==> src/rtl/lh_stream_buffer_if.sv <==
// Producer/consumer handshake bundle for lh_stream_buffer.
// slave = buffer side, master = the environment driving it.
interface lh_stream_buffer_if #(
  parameter int DATA_W = 16,
  parameter int DEPTH  = 4
);
  localparam int LW = $clog2(DEPTH) + 1;

  logic [DATA_W-1:0] In1_DATA;
  logic              In1_SEND;
  logic [15:0]       In1_COUNT;
  logic              In1_ACK;
  logic [DATA_W-1:0] Out1_DATA;
  logic              Out1_SEND;
  logic              Out1_RDY;
  logic              Out1_ACK;
  logic [15:0]       Out1_COUNT;
  logic [LW-1:0]     LEVEL;

  modport slave (
    input  In1_DATA, In1_SEND, In1_COUNT, Out1_RDY, Out1_ACK,
    output In1_ACK, Out1_DATA, Out1_SEND, Out1_COUNT, LEVEL
  );

  modport master (
    output In1_DATA, In1_SEND, In1_COUNT, Out1_RDY, Out1_ACK,
    input  In1_ACK, Out1_DATA, Out1_SEND, Out1_COUNT, LEVEL
  );
endinterface

==> src/rtl/lh_stream_buffer.sv <==
// FIFO token buffer with arithmetic right-shift on entry and a 2-cycle start-up guard.
// Optional LH_STREAM_BUFFER_CLIP_EN: negative processed tokens are stored as 0.
module lh_stream_buffer #(
  parameter int DATA_W = 16,
  parameter int DEPTH  = 4,
  parameter int SHIFT  = 0
) (
  input logic              CLK,
  input logic              RESET,
  lh_stream_buffer_if.slave bus
);
  localparam int AW = $clog2(DEPTH);
  localparam int LW = AW + 1;
  localparam logic [LW-1:0] FULL_LVL = LW'(DEPTH);

  typedef enum logic [1:0] {GUARD_0, GUARD_1, RUN} guard_state_e;

  guard_state_e             state;
  logic                     guard;
  logic [DATA_W-1:0]        mem [DEPTH];
  logic [AW-1:0]            wr_ptr;
  logic [AW-1:0]            rd_ptr;
  logic [LW-1:0]            level;
  logic                     wr_en;
  logic                     rd_en;
  logic signed [DATA_W-1:0] shifted;
  logic [DATA_W-1:0]        proc;
  logic                     unused_inputs;

  assign shifted = $signed(bus.In1_DATA) >>> SHIFT;

`ifdef LH_STREAM_BUFFER_CLIP_EN
  assign proc = shifted[DATA_W-1] ? '0 : shifted;
`else
  assign proc = shifted;
`endif

  // Full refuses input even when a read happens in the same cycle.
  assign wr_en = guard & bus.In1_SEND & (level < FULL_LVL);
  assign rd_en = guard & bus.Out1_RDY & (level != '0);

  assign bus.In1_ACK    = wr_en;
  assign bus.Out1_SEND  = rd_en;
  assign bus.Out1_DATA  = (level != '0) ? mem[rd_ptr] : '0;
  assign bus.Out1_COUNT = 16'h1;
  assign bus.LEVEL      = level;

  assign unused_inputs = ^{bus.In1_COUNT, bus.Out1_ACK};

  always_ff @(posedge CLK or posedge RESET) begin
    if (RESET) begin
      state  <= GUARD_0;
      guard  <= 1'b0;
      wr_ptr <= '0;
      rd_ptr <= '0;
      level  <= '0;
    end else begin
      case (state)
        GUARD_0: state <= GUARD_1;
        GUARD_1: begin
          state <= RUN;
          guard <= 1'b1;
        end
        default: state <= RUN;
      endcase

      if (wr_en) wr_ptr <= wr_ptr + AW'(1);
      if (rd_en) rd_ptr <= rd_ptr + AW'(1);

      case ({wr_en, rd_en})
        2'b10:   level <= level + LW'(1);
        2'b01:   level <= level - LW'(1);
        default: level <= level;
      endcase
    end
  end

  // Storage is not reset; LEVEL and pointers alone define valid contents.
  always_ff @(posedge CLK) begin
    if (wr_en) mem[wr_ptr] <= proc;
  end
endmodule

==> src/flat_wrapper.sv <==
// flat-port wrapper written by rule: the top's interface ports become plain ports
module lh_stream_buffer_flat 
#(
  parameter int DATA_W = 16,
  parameter int DEPTH  = 4,
  parameter int SHIFT  = 0
)
  (CLK, RESET, bus_In1_DATA, bus_In1_SEND, bus_In1_COUNT, bus_Out1_RDY, bus_Out1_ACK, bus_In1_ACK, bus_Out1_DATA, bus_Out1_SEND, bus_Out1_COUNT, bus_LEVEL);
  lh_stream_buffer_if #(.DATA_W(DATA_W), .DEPTH(DEPTH)) bus_i ();
  input logic CLK;
  input logic RESET;
  input wire logic [$bits(bus_i.In1_DATA)-1:0] bus_In1_DATA;
  input wire logic [$bits(bus_i.In1_SEND)-1:0] bus_In1_SEND;
  input wire logic [$bits(bus_i.In1_COUNT)-1:0] bus_In1_COUNT;
  input wire logic [$bits(bus_i.Out1_RDY)-1:0] bus_Out1_RDY;
  input wire logic [$bits(bus_i.Out1_ACK)-1:0] bus_Out1_ACK;
  output wire logic [$bits(bus_i.In1_ACK)-1:0] bus_In1_ACK;
  output wire logic [$bits(bus_i.Out1_DATA)-1:0] bus_Out1_DATA;
  output wire logic [$bits(bus_i.Out1_SEND)-1:0] bus_Out1_SEND;
  output wire logic [$bits(bus_i.Out1_COUNT)-1:0] bus_Out1_COUNT;
  output wire logic [$bits(bus_i.LEVEL)-1:0] bus_LEVEL;
  assign bus_i.In1_DATA = bus_In1_DATA;
  assign bus_i.In1_SEND = bus_In1_SEND;
  assign bus_i.In1_COUNT = bus_In1_COUNT;
  assign bus_i.Out1_RDY = bus_Out1_RDY;
  assign bus_i.Out1_ACK = bus_Out1_ACK;
  assign bus_In1_ACK = bus_i.In1_ACK;
  assign bus_Out1_DATA = bus_i.Out1_DATA;
  assign bus_Out1_SEND = bus_i.Out1_SEND;
  assign bus_Out1_COUNT = bus_i.Out1_COUNT;
  assign bus_LEVEL = bus_i.LEVEL;
  lh_stream_buffer #(.DATA_W(DATA_W), .DEPTH(DEPTH), .SHIFT(SHIFT)) u_core (.CLK(CLK), .RESET(RESET), .bus(bus_i));
endmodule
==> config.mk <==
export PLATFORM = sky130hd
export DESIGN_NAME = lh_stream_buffer_flat
export DESIGN_NICKNAME = d
export VERILOG_FILES = /design/src/rtl/lh_stream_buffer_if.sv /design/src/rtl/lh_stream_buffer.sv /design/src/flat_wrapper.sv
export SDC_FILE = /design/constraint.sdc
export NUM_CORES = 1
export LEC_CHECK = 0
export ABC_AREA = 1
export CELL_PAD_IN_SITES_DETAIL_PLACEMENT = 1
export CELL_PAD_IN_SITES_GLOBAL_PLACEMENT = 1
export CORE_MARGIN = 2
export CORE_UTILIZATION = 48
export DETAILED_ROUTE_END_ITERATION = 6
export DONT_BUFFER_PORTS = 1
export GPL_TIMING_DRIVEN = 0
export PLACE_DENSITY_LB_ADDON = 0.1
export SYNTH_ARGS = -nofsm -noshare
export SYNTH_HDL_FRONTEND = slang
export SYNTH_SLANG_ARGS = --single-unit
==> constraint.sdc <==
create_clock -name CLK -period 2.6 [get_ports CLK]
set_clock_uncertainty 0.15 [all_clocks]
set_input_delay 0.26 -clock CLK [delete_from_list [all_inputs] [get_ports CLK]]
set_output_delay 0.26 -clock CLK [all_outputs]
set_load 0.01 [all_outputs]
-- Yosys cells after proc, flatten, opt, wreduce, memory -nomap -nowiden
Memory sizes are Yosys's and may differ from the RTL's.
Cells that the tools add are included.
- $add $sub $neg: 4
- order comparisons: 1
- eq/ne operators: 3
- mux-type cells: 5
- bitwise operators: 4
- reductions and logical operators: 3
- operators by type and width (cell ; number):
    $mux 16 ; 1
    $pmux 3 s2 ; 1
    $add 2x1->2 const B ; 2
    $and 1x1->1 ; 4
    $eq 2x1->1 const B ; 2
    $add 3x1->3 const B ; 1
    $lt 3x3->1 const B ; 1
    $reduce_bool 3->1 ; 1
    $sub 3x1->3 const B ; 1
    $eq 2x2->1 const B ; 1
    $logic_not 2->1 ; 1
    $mux 1 ; 2
    $mux 2 ; 1
    $reduce_bool 2->1 ; 1
- flip-flop bits (word level): 10
- bits in writable memories: 64
- output and inout bits: 37
- word-level logic and storage cells: 26
- memories: 1
- memory list (name ; words ; bits a word ; read ports ; clocked after Yosys merged registers in ; wr ports ; RTL line ; RTL):
    u_core.mem ; 4 ; 16 ; 1 ; 0 ; 1 ; lh_stream_buffer.sv:20 ; logic [DATA_W-1:0] mem [DEPTH];

-- Depth between registers and ports, before layout
Gate-level depths: netlist of the first run.
- depth after elaboration: 4
- mapped depth: 12
- mapped depth without buffers: 12

-- Least setup slack after synthesis of the first run
Ideal clock, no wire load.
- kind: reg-to-reg
- start: reg u_core.level[0], in the netlist u_core.bus.LEVEL[0]
- end: reg u_core.level[2], in the netlist u_core.bus.LEVEL[2]
- library setup time: 117 ps
- arrival: 1656 ps
- data required time: 2333 ps
- slack: 677 ps
- cell stages (with the launch flop): 12
- path buffers: 0
- clock period less this slack: 1923 ps
- cells stage by stage: dfrtp_1 inv_1 nand3_1 nand2_1 inv_1 ha_1 inv_1 fa_1 nand2_1 nand3_1 nand2_1 nand2_1
- word-level cells in the longest chain between the ends: 4
- ends and longest elaborated chain (element ; RTL line ; RTL):
    start, declared ; lh_stream_buffer.sv:23 ; logic [LW-1:0] level;
    start signal, assigned ; lh_stream_buffer.sv:71 ; 2'b10: level <= level + LW'(1);
    start signal, assigned ; lh_stream_buffer.sv:72 ; 2'b01: level <= level - LW'(1);
    start signal, assigned ; lh_stream_buffer.sv:73 ; default: level <= level;
    $reduce_bool 3->1 * ; lh_stream_buffer.sv:40 ; assign rd_en = guard & bus.Out1_RDY & (level != '0);
    $and 1x1->1 * ; lh_stream_buffer.sv:40 ;
    net bus_Out1_SEND ; flat_wrapper.sv:19 ; output wire logic [$bits(bus_i.Out1_SEND)-1:0] bus_Out1_SEND;
    $eq 2x1->1 / $eq 2x2->1 (equally long branches) ; lh_stream_buffer.sv:70 ; case ({wr_en, rd_en})
    $pmux 3 s2 / $reduce_bool 2->1 (equally long branches) ; - ;
The timed path passes the listed nets; every way through them passes the cells marked *.
A chain may end at the register's enable or synchronous reset.

-- Worst setup path after layout of the first run
Same ends and word-level chain as after synthesis.

==> results of run 1 <==
state kept, by name, indices dropped and copies added, names as in the netlist:
name and flops:
u_core.rd_ptr 2, u_core.wr_ptr 2, u_core.guard 1, u_core.mem 64
u_core.bus.LEVEL 3, u_core.state 2
worst max-delay path, cell delays in order (launching register included):
cell     delay, ns
dfrtp_1       0.44
inv_1         0.11
nand3_1       0.12
nand2_1       0.13
inv_1         0.19
ha_1          0.21
inv_1         0.08
fa_1          0.40
nand2_1       0.10
nand3_1       0.08
nand2_1       0.06
nand2_1       0.05
per-stage QoR:
stage / area, um2 / setup slack (ns)
global placement: 3651 / -0.002544
CTS: 4098 / 0.3764
floorplan: 3527 / 0.6773
global route: 4098 / 0.2383
finish: 4098 / 0.3849
detailed placement: 3734 / 0.3993
metal layers:
layer,track usage [%],vias to the layer above
met2,35.62,52
li1,-,1099
met4,7.870,0
met3,5.263,11
met1,25.44,1077
met5,0,-
final cells by class:
class / count / area (um2)
fillers: 796 / 3039
flip-flops and latches: 74 / 2172
multi-input cells: 162 / 824.5
inverters: 85 / 321.6
repair buffers: 21 / 242.7
plain buffers: 27 / 219.0
clock buffers: 9 / 123.9
well taps: 99 / 123.9
clock inverters: 7 / 70.07
kinds of logic (layout without fill, tap and decap cells):
kind of cell	Yosys count	in the layout	synth area share, %
AND/OR/NAND/NOR	117	117	14.55
adder cells (fa/ha/maj)	6	6	2.377
flip-flops	74	74	62.51
XOR/XNOR	3	3	0.7563
other	2	16	0.2161
AO/OA/AOI/OAI	20	20	4.033
buffers and inverters	112	149	15.56
power by group:
group	internal [uW]	switching [uW]
logic	578	1150
registers	1520	86.9
clock network	439	443
total	2540	1680
Yosys cell counts (all sizes together):
cell type / number / area [um2]
a21oi: 16 / 117.6
xnor2: 2 / 17.52
edfxtp: 64 / 1922
ha: 5 / 62.56
inv: 85 / 321.6
nand4: 1 / 6.260
o21bai: 1 / 7.510
nand2: 76 / 285.3
fa: 1 / 20.02
xor2: 1 / 8.760
buf: 27 / 219.0
nor2: 5 / 18.77
dfrtp: 10 / 250.2
nand3: 35 / 195.2
conb: 2 / 7.510
o21ai: 3 / 15.01
worst min-delay path by stage:
| stage | from | endpoint | slack, ns | cells after the start |
|---|---|---|---|---|
| finish | bus_In1_SEND | u_core.wr_ptr[0]$_DFFE_PP0P_ | 0.03 | 2 |
| global route | bus_In1_SEND | u_core.wr_ptr[0]$_DFFE_PP0P_ | 0.06 | 2 |
| CTS | bus_In1_SEND | u_core.wr_ptr[0]$_DFFE_PP0P_ | 0.04 | 2 |
| detailed placement | RESET | u_core.wr_ptr[1]$_DFFE_PP0P_ | -0.0006 | 1 |
| global placement | RESET | u_core.wr_ptr[1]$_DFFE_PP0P_ | 0.008 | 1 |
| floorplan | RESET | u_core.bus.LEVEL[0]$_DFFE_PP0P_ | -0.05 | 1 |
==> flow_metrics.env, run 1 <==
export IMPL_viasPerCell=4.626
export IMPL_endpoint_kind="register"
export IMPL_dr_pass1_iters=4
export IMPL_grt_pass1_wl_um=11500
export IMPL_dp_hpwl_um=5075
export IMPL_path_max_fanout=4
export IMPL_postSynthRegisterBits=74
export IMPL_worstHoldPathType="in -> reg"
export IMPL_diodes=0
export IMPL_holdWs_ns=0.03424
export IMPL_fp_row_count=31
export IMPL_wl_met2_um=3835
export IMPL_worstPathArrival_ns=2.32
export IMPL_placedCellCount=451
export IMPL_met3_length_um=403
export IMPL_postCtsSetupBuffers=0
export IMPL_grt_pass1_vias=2220
export IMPL_max_clock_path_buffers=2
export IMPL_tritoncts="built"
export IMPL_portBuffers=0
export IMPL_core_area_mm2=0.007137
export IMPL_cts_hold_buf=17
export IMPL_drive_gt1_share_pct=17.66
export IMPL_r2r_slack_ns=0.38
export IMPL_numCtsBuffers=9
export IMPL_root_buffer="clkbuf_8"
export IMPL_status="complete, no violations"
export IMPL_crit_type="reg -> reg"
export IMPL_ys_types=23
export IMPL_netlist_area_mm2=0.003475
export IMPL_fin_total_pwr_uw=4217
export IMPL_die_w_um=89.08
export IMPL_gp_congestion=0.7876
export IMPL_met1_length_um=3281
export IMPL_rsz0062_at_grt="false"
export IMPL_startpoint="u_core.bus.LEVEL[0]$_DFFE_PP0P_"
export IMPL_start_kind="register"
export IMPL_wire_per_inst_um=15.80
export IMPL_die_area_mm2=0.007935
export IMPL_routed_wl_um=7647
export IMPL_antenna_found_initial=0
export IMPL_p_leak_uw=0.001869
export IMPL_grt_use_total_pct=20.81
export IMPL_timing_rr_start="u_core.bus.LEVEL[0]$_DFFE_PP0P_"
export IMPL_worstPathRequired_ns=2.70
export IMPL_seq_area_frac_synth_pct=62.51
export IMPL_power_density_mw_per_mm2=1029
export IMPL_cts_resized=0
export IMPL_reg2reg_depth=11
export IMPL_io_pins=74
export IMPL_grt_ovfl_total=0
export IMPL_vias=2239
export IMPL_fin_tns_setup_ns=0
export IMPL_nets=423
export IMPL_drtAntennaViolNets=0
export IMPL_final_cell_count_no_fill=484
export IMPL_fp_dieH_um=89.08
export IMPL_ir_worst_vdd_uv=545.0
export IMPL_hold_viol=0
export IMPL_areaGrowthSynthToFinish_pct=17.93
export IMPL_avgSynthCellArea_um2=10.40
export IMPL_drc=0
export IMPL_fmax_mhz=451.4
export IMPL_endpoint="u_core.bus.LEVEL[2]$_DFFE_PP0P_"
export IMPL_final_setup_viol_count=0
export IMPL_regToRegEndpoint="u_core.bus.LEVEL[2]$_DFFE_PP0P_"
export IMPL_grt_max_degree=14
export IMPL_cts_sink_count=74
export IMPL_drv_slew=0
export IMPL_htree_levels=3
export IMPL_maxCapViolations=0
export IMPL_period_share_pct=85.20
export IMPL_top_layer_used="met4"
export IMPL_postSynthCellCount=334
export IMPL_clk_pin_slew_worst_paths_ns=0.08
export IMPL_drt_iter0_drc=98
export IMPL_insertion_delay_ns=0.35
export IMPL_yosys_warnings=0
export IMPL_final_common_cell="inv_1"
export IMPL_fin_crit_ns=2.215
export IMPL_start_util_pct=48.69
export IMPL_utilization_pct=57.42
export IMPL_final_cell_mix="82 x inv_1, 76 x nand2_1, 64 x edfxtp_1"
Note: power is estimated with default switching activity, not from simulation.
==> run 2: changes to the inputs <==
Settings changed: CORE_UTILIZATION 48 to 35, GPL_TIMING_DRIVEN 0 to unset, SLEW_MARGIN set to 30.
==> run 2 against run 1 <==
Sequential power hardly changed. Non-clock buffer count down 23. Utilization down 17 points. Combinational power decreased by 13%. Routed wire length down 7.8%.
==> flow_metrics.env, run 2 (synthesis results as in run 1) <==
export IMPL_status="complete, no violations"
export IMPL_wire_per_inst_um=14.25
export IMPL_rsz0062_at_grt="false"
export IMPL_routed_wl_um=7052
export IMPL_antenna_found_initial=0
export IMPL_fin_tns_setup_ns=0
export IMPL_worst_slew_pin_slew_ns=0.5589
export IMPL_drc=0
export IMPL_io_pins=74
export IMPL_grt_use_total_pct=13.83
export IMPL_drt_iter0_drc=69
export IMPL_drv_slew=0
export IMPL_ir_worst_vdd_uv=435.4
export IMPL_seqPwrFrac_pct=38.9
export IMPL_die_w_um=103.6
export IMPL_path_max_fanout=4
export IMPL_power_density_mw_per_mm2=1046
export IMPL_root_buffer="clkbuf_8"
export IMPL_start_kind="register"
export IMPL_worstHoldPathType="in -> reg"
export IMPL_start_util_pct=35.88
export IMPL_p_leak_uw=0.001760
export IMPL_grt_max_degree=34
export IMPL_gp_congestion=0.7258
export IMPL_die_area_mm2=0.01074
export IMPL_areaGrowthSynthToFinish_pct=13.40
export IMPL_drtAntennaViolNets=0
export IMPL_internal_power_uw=2516
export IMPL_clk_pin_slew_worst_paths_ns=0.09
export IMPL_final_common_cell="inv_1"
export IMPL_htree_levels=3
export IMPL_core_area_mm2=0.009684
export IMPL_endpoint_kind="register"
export IMPL_diodes=0
export IMPL_maxCapViolations=0
export IMPL_vias=2092
export IMPL_nets=400
export IMPL_register_area_mm2=0.002172
export IMPL_fin_crit_ns=2.116
export IMPL_max_clock_path_buffers=2
export IMPL_netSwitchingFraction_pct=38.93
export IMPL_fp_dieH_um=103.6
export IMPL_worstPathRequired_ns=2.70
export IMPL_worst_slack_ns=0.4836
export IMPL_crit_type="reg -> reg"
export IMPL_tritoncts="built"
export IMPL_grt_ovfl_total=0
export IMPL_power_switching_uw=1604
export IMPL_numCtsBuffers=9
export IMPL_r2r_slack_ns=0.48
export IMPL_fp_row_count=36
export IMPL_pre_cts_slack_ns=0.4902
export IMPL_insertion_delay_ns=0.35
export IMPL_worstPathArrival_ns=2.21
export IMPL_viasPerCell=4.226
export IMPL_multi_input_area_um2=814.5
export IMPL_cts_sink_count=74
export IMPL_portBuffers=0
export IMPL_largest_register="u_core.mem"
export IMPL_dr_pass1_iters=3
export IMPL_largest_reg_flops=64
export IMPL_grt_pass1_wl_um=11100
export IMPL_fmax_mhz=472.5
export IMPL_p_clk_share_pct=24.4
export IMPL_pwr_share_comb_pct=36.8
export IMPL_dp_hpwl_um=4405
export IMPL_hold_viol=0
export IMPL_fillers=1082
export IMPL_period_share_pct=81.40
export IMPL_drive_gt1_share_pct=11.05
export IMPL_final_setup_viol_count=0
export IMPL_final_cell_mix="82 x inv_1, 76 x nand2_1, 64 x edfxtp_1"
export IMPL_maxSlewHeadroom_pct=62.60
export IMPL_grt_pass1_vias=2155
export IMPL_cts_resized=0
run 2: final cells by class:
| class | instances | share of cell area, % |
|---|---|---|
| Clock inverter | 7 | 2.509 |
| Clock buffer | 9 | 3.144 |
| Timing Repair Buffer | 25 | 6.161 |
| Multi-Input combinational cell | 162 | 20.67 |
| Tap cell | 133 | 4.224 |
| Inverter | 85 | 8.161 |
| Sequential cell | 74 | 55.13 |
run 2: per-stage QoR:
stage                     utilization, %  cell area [um2]  cells  power, uW  hold slack (ns)
after floorplan                        -             3527    348       2855         -0.04982
after global placement             36.63             3547    462       3130          0.01421
after detailed placement           36.63             3547    462       3167          0.02120
after CTS                          40.68             3940    495       4203          0.01785
after global routing               40.68             3940    495       4420          0.02905
final                              40.68             3940    495       4121          0.02713
run 2: metal layers:
metal / vias up / share of wire (%) / track usage (%)
met3: 11 / 4.0 / 3.461
met2: 40 / 51 / 24.60
met5: - / 0 / 0
met4: 0 / 2.0 / 6.371
met1: 991 / 43 / 15.61
li1: 1050 / - / -
run 2: worst max-delay path: stages (launching register included):
cell and delay, ns:
dfrtp_1 0.44, inv_1 0.10, nand3_1 0.11, nand2_1 0.11, inv_1 0.16, ha_1 0.19
inv_1 0.07, fa_1 0.39, nand2_1 0.11, nand3_1 0.08, nand2_1 0.06, nand2_1 0.05
run 2: path summary, 6_finish.rpt:
kind                       cells after the start                            start                         endpoint
setup / recovery                              11  u_core.bus.LEVEL[0]$_DFFE_PP0P_  u_core.bus.LEVEL[2]$_DFFE_PP0P_
hold / removal                                 2                     bus_In1_SEND     u_core.wr_ptr[0]$_DFFE_PP0P_
setup reg to reg                              11  u_core.bus.LEVEL[0]$_DFFE_PP0P_  u_core.bus.LEVEL[2]$_DFFE_PP0P_
hold reg to reg                                1        u_core.state[0]$_DFF_PP0_        u_core.state[0]$_DFF_PP0_
max in group asynchronous                      2                            RESET     u_core.rd_ptr[1]$_DFFE_PP0P_
min in group asynchronous                      2                            RESET  u_core.bus.LEVEL[0]$_DFFE_PP0P_
run 2: repair_timing:
item	4_1_cts	5_1_grt
buffers inserted	0	0
endpoints found under the hold margin	74	0
hold buffers	17	0
run 2: power by group through the flow:
stage / logic [uW] / registers (uW) / clock network (uW)
after floorplan: 1240 / 1610 / 0
after global placement: 1500 / 1630 / 0
after detailed placement: 1540 / 1630 / 0
after CTS: 1570 / 1600 / 1030
after global routing: 1730 / 1630 / 1060
final: 1510 / 1600 / 1000
==> run 3: changes to the inputs <==
Clock period 2.6 ns to 2.2 ns, I/O delays scaled along.
==> run 3 against run 2 <==
Utilization rose by 1.1 points. Design area rose by 2.7%. Clock power rose by 18%. Critical path depth fell by 6. Setup slack got worse by 0.32 ns. Register-to-register slack got worse by 0.27 ns. Global-route usage rose by 0.58 points. Sequential cell count did not move. Critical path type is now reg -> out. Largest cell class unchanged.
==> flow_metrics.env, run 3 (synthesis results as in run 1) <==
export IMPL_drt_iter0_drc=74
export IMPL_grt_pass1_vias=2269
export IMPL_io_pins=74
export IMPL_crit_type="reg -> out"
export IMPL_grt_max_degree=34
export IMPL_fmax_mhz=490.9
export IMPL_power_density_mw_per_mm2=1252
export IMPL_gp_congestion=0.7370
export IMPL_die_area_mm2=0.01074
export IMPL_die_w_um=103.6
export IMPL_core_area_mm2=0.009684
export IMPL_rsz0062_at_grt="false"
export IMPL_path_max_fanout=33
export IMPL_worstPathRequired_ns=1.83
export IMPL_worstPathArrival_ns=1.67
export IMPL_holdWs_ns=0.001582
export IMPL_design_area_mm2=0.004048
export IMPL_cp_top_family="flip-flops"
export IMPL_fin_crit_ns=2.037
export IMPL_grt_use_total_pct=14.41
export IMPL_maxCapViolations=0
export IMPL_p_leak_uw=0.001825
export IMPL_final_common_cell="inv_1"
export IMPL_drv_slew=0
export IMPL_cts_sink_count=74
export IMPL_start_kind="register"
export IMPL_clk_pin_slew_worst_paths_ns=0.08
export IMPL_cp_num_buf_inv=2
export IMPL_fillers=1096
export IMPL_insertion_delay_ns=0.35
export IMPL_root_buffer="clkbuf_8"
export IMPL_final_setup_viol_count=0
export IMPL_place_area_mm2=0.003637
export IMPL_drc=0
export IMPL_period_share_pct=92.60
export IMPL_endpoint_kind="output port"
export IMPL_routed_wl_um=7131
export IMPL_path_cells="inv_4, nand2_1, nand3_1, a21oi_1, buf_4"
export IMPL_postCtsSetupBuffers=0
export IMPL_final_cell_mix="82 x inv_1, 75 x nand2_1, 64 x edfxtp_1"
export IMPL_largest_reg_flops=64
export IMPL_status="complete, no violations"
export IMPL_dr_pass1_iters=4
export IMPL_tritoncts="built"
export IMPL_placedCellCount=474
export IMPL_antenna_found_initial=0
export IMPL_crit_path_max_incr_delay_ns=0.53
export IMPL_cp_slowest_cell="dfrtp_2"
export IMPL_fp_row_count=36
export IMPL_htree_levels=3
export IMPL_dp_hpwl_um=4658
export IMPL_areaGrowthSynthToFinish_pct=16.49
export IMPL_fin_tns_setup_ns=0
export IMPL_worstHoldPathType="in -> reg"
export IMPL_largest_register="u_core.mem"
export IMPL_fp_dieH_um=103.6
export IMPL_numCtsBuffers=9
export IMPL_grt_ovfl_total=0
export IMPL_viasPerCell=4.246
export IMPL_nets=413
export IMPL_wire_per_inst_um=14.04
export IMPL_drive_gt1_share_pct=14.67
export IMPL_portBuffers=0
export IMPL_diodes=0
export IMPL_grt_pass1_wl_um=11760
export IMPL_hold_viol=0
export IMPL_ir_worst_vdd_uv=457.2
export IMPL_drtAntennaViolNets=0
export IMPL_start_util_pct=35.88
export IMPL_final_cell_count_no_fill=508
export IMPL_vias=2157
export IMPL_max_clock_path_buffers=2
==> run 3: changes by cell type in the layout (fill, tap and decap cells not counted) <==
cell,before,now
dfrtp_1,10,8
clkinv_4,0,2
inv_6,4,1
inv_8,0,1
buf_4,7,19
dlygate4sd3_1,17,18
nand2_1,76,75
nand2_2,0,1
dfrtp_2,0,2
==> run 3: per-stage QoR <==
stage | utilization, % | total power (uW) | setup WS [ns]
2_1_floorplan | - | 3374 | 0.2773
3_3_place_gp | 37.56 | 3887 | 0.2155
3_5_place_dp | 37.56 | 3936 | 0.1888
4_1_cts | 41.76 | 5166 | 0.1077
5_1_grt | 41.80 | 5447 | 0.01573
6_report | 41.80 | 5069 | 0.1627
==> run 3: final timing paths <==
| kind | to | cells past startpoint | startpoint | slack, ns |
|---|---|---|---|---|
| min in group asynchronous | u_core.bus.LEVEL[1]$_DFFE_PP0P_ | 2 | RESET | 0.15 |
| hold reg to reg | u_core.state[0]$_DFF_PP0_ | 1 | u_core.state[0]$_DFF_PP0_ | 0.28 |
| max in group asynchronous | u_core.rd_ptr[0]$_DFFE_PP0P_ | 2 | RESET | 1.43 |
| setup / recovery | bus_Out1_DATA[8] | 5 | u_core.rd_ptr[0]$_DFFE_PP0P_ | 0.16 |
| hold / removal | u_core.rd_ptr[1]$_DFFE_PP0P_ | 4 | bus_Out1_RDY | 0.002 |
| setup reg to reg | u_core.bus.LEVEL[2]$_DFFE_PP0P_ | 11 | u_core.bus.LEVEL[2]$_DFFE_PP0P_ | 0.21 |
==> run 3: report_power, final <==
| part | internal, uW | switching (uW) |
|---|---|---|
| Clock | 650 | 532 |
| Combinational | 691 | 1260 |
| Sequential | 1800 | 138 |
| Total | 3140 | 1930 |
==> run 3: area by class of cell <==
cell class                 instances  area (um2)  share of cell area (%)
sequential                        74        2175                   53.73
multi-input combinational        162       817.0                   20.19
timing repair buffer              38       342.8                   8.470
inverter                          85       321.6                   7.944
tap                              133       166.4                   4.111
clock buffer                       9       123.9                   3.060
clock inverter                     7       101.3                   2.504
==> run 3: metal layers <==
metal | part of all wire (%) | track usage, % | vias to the layer above | wire (um)
li1 | - | - | 1079 | -
met1 | 44 | 16.78 | 1028 | 3119
met2 | 50 | 25.50 | 42 | 3588
met3 | 4.6 | 3.713 | 8 | 329
met4 | 1.3 | 5.502 | 0 | 94
met5 | 0 | 0 | - | 0
==> run 3: worst reg2reg max path, delay by kind of cell (launching register included) <==
family | cells | cell delay, ns
AND/OR/NAND/NOR | 6 | 0.53
buffers and inverters | 3 | 0.26
adder cells (fa/ha/maj) | 2 | 0.54
flip-flops | 1 | 0.42
==> run 3: what timing repair did <==
item | 4_1_cts | 5_1_grt
gates resized for setup | 1 | 2
hold buffers | 18 | 0
cloned | 0 | 0
hold endpoints to repair | 75 | 0
endpoints found under the setup margin | 3 | 1
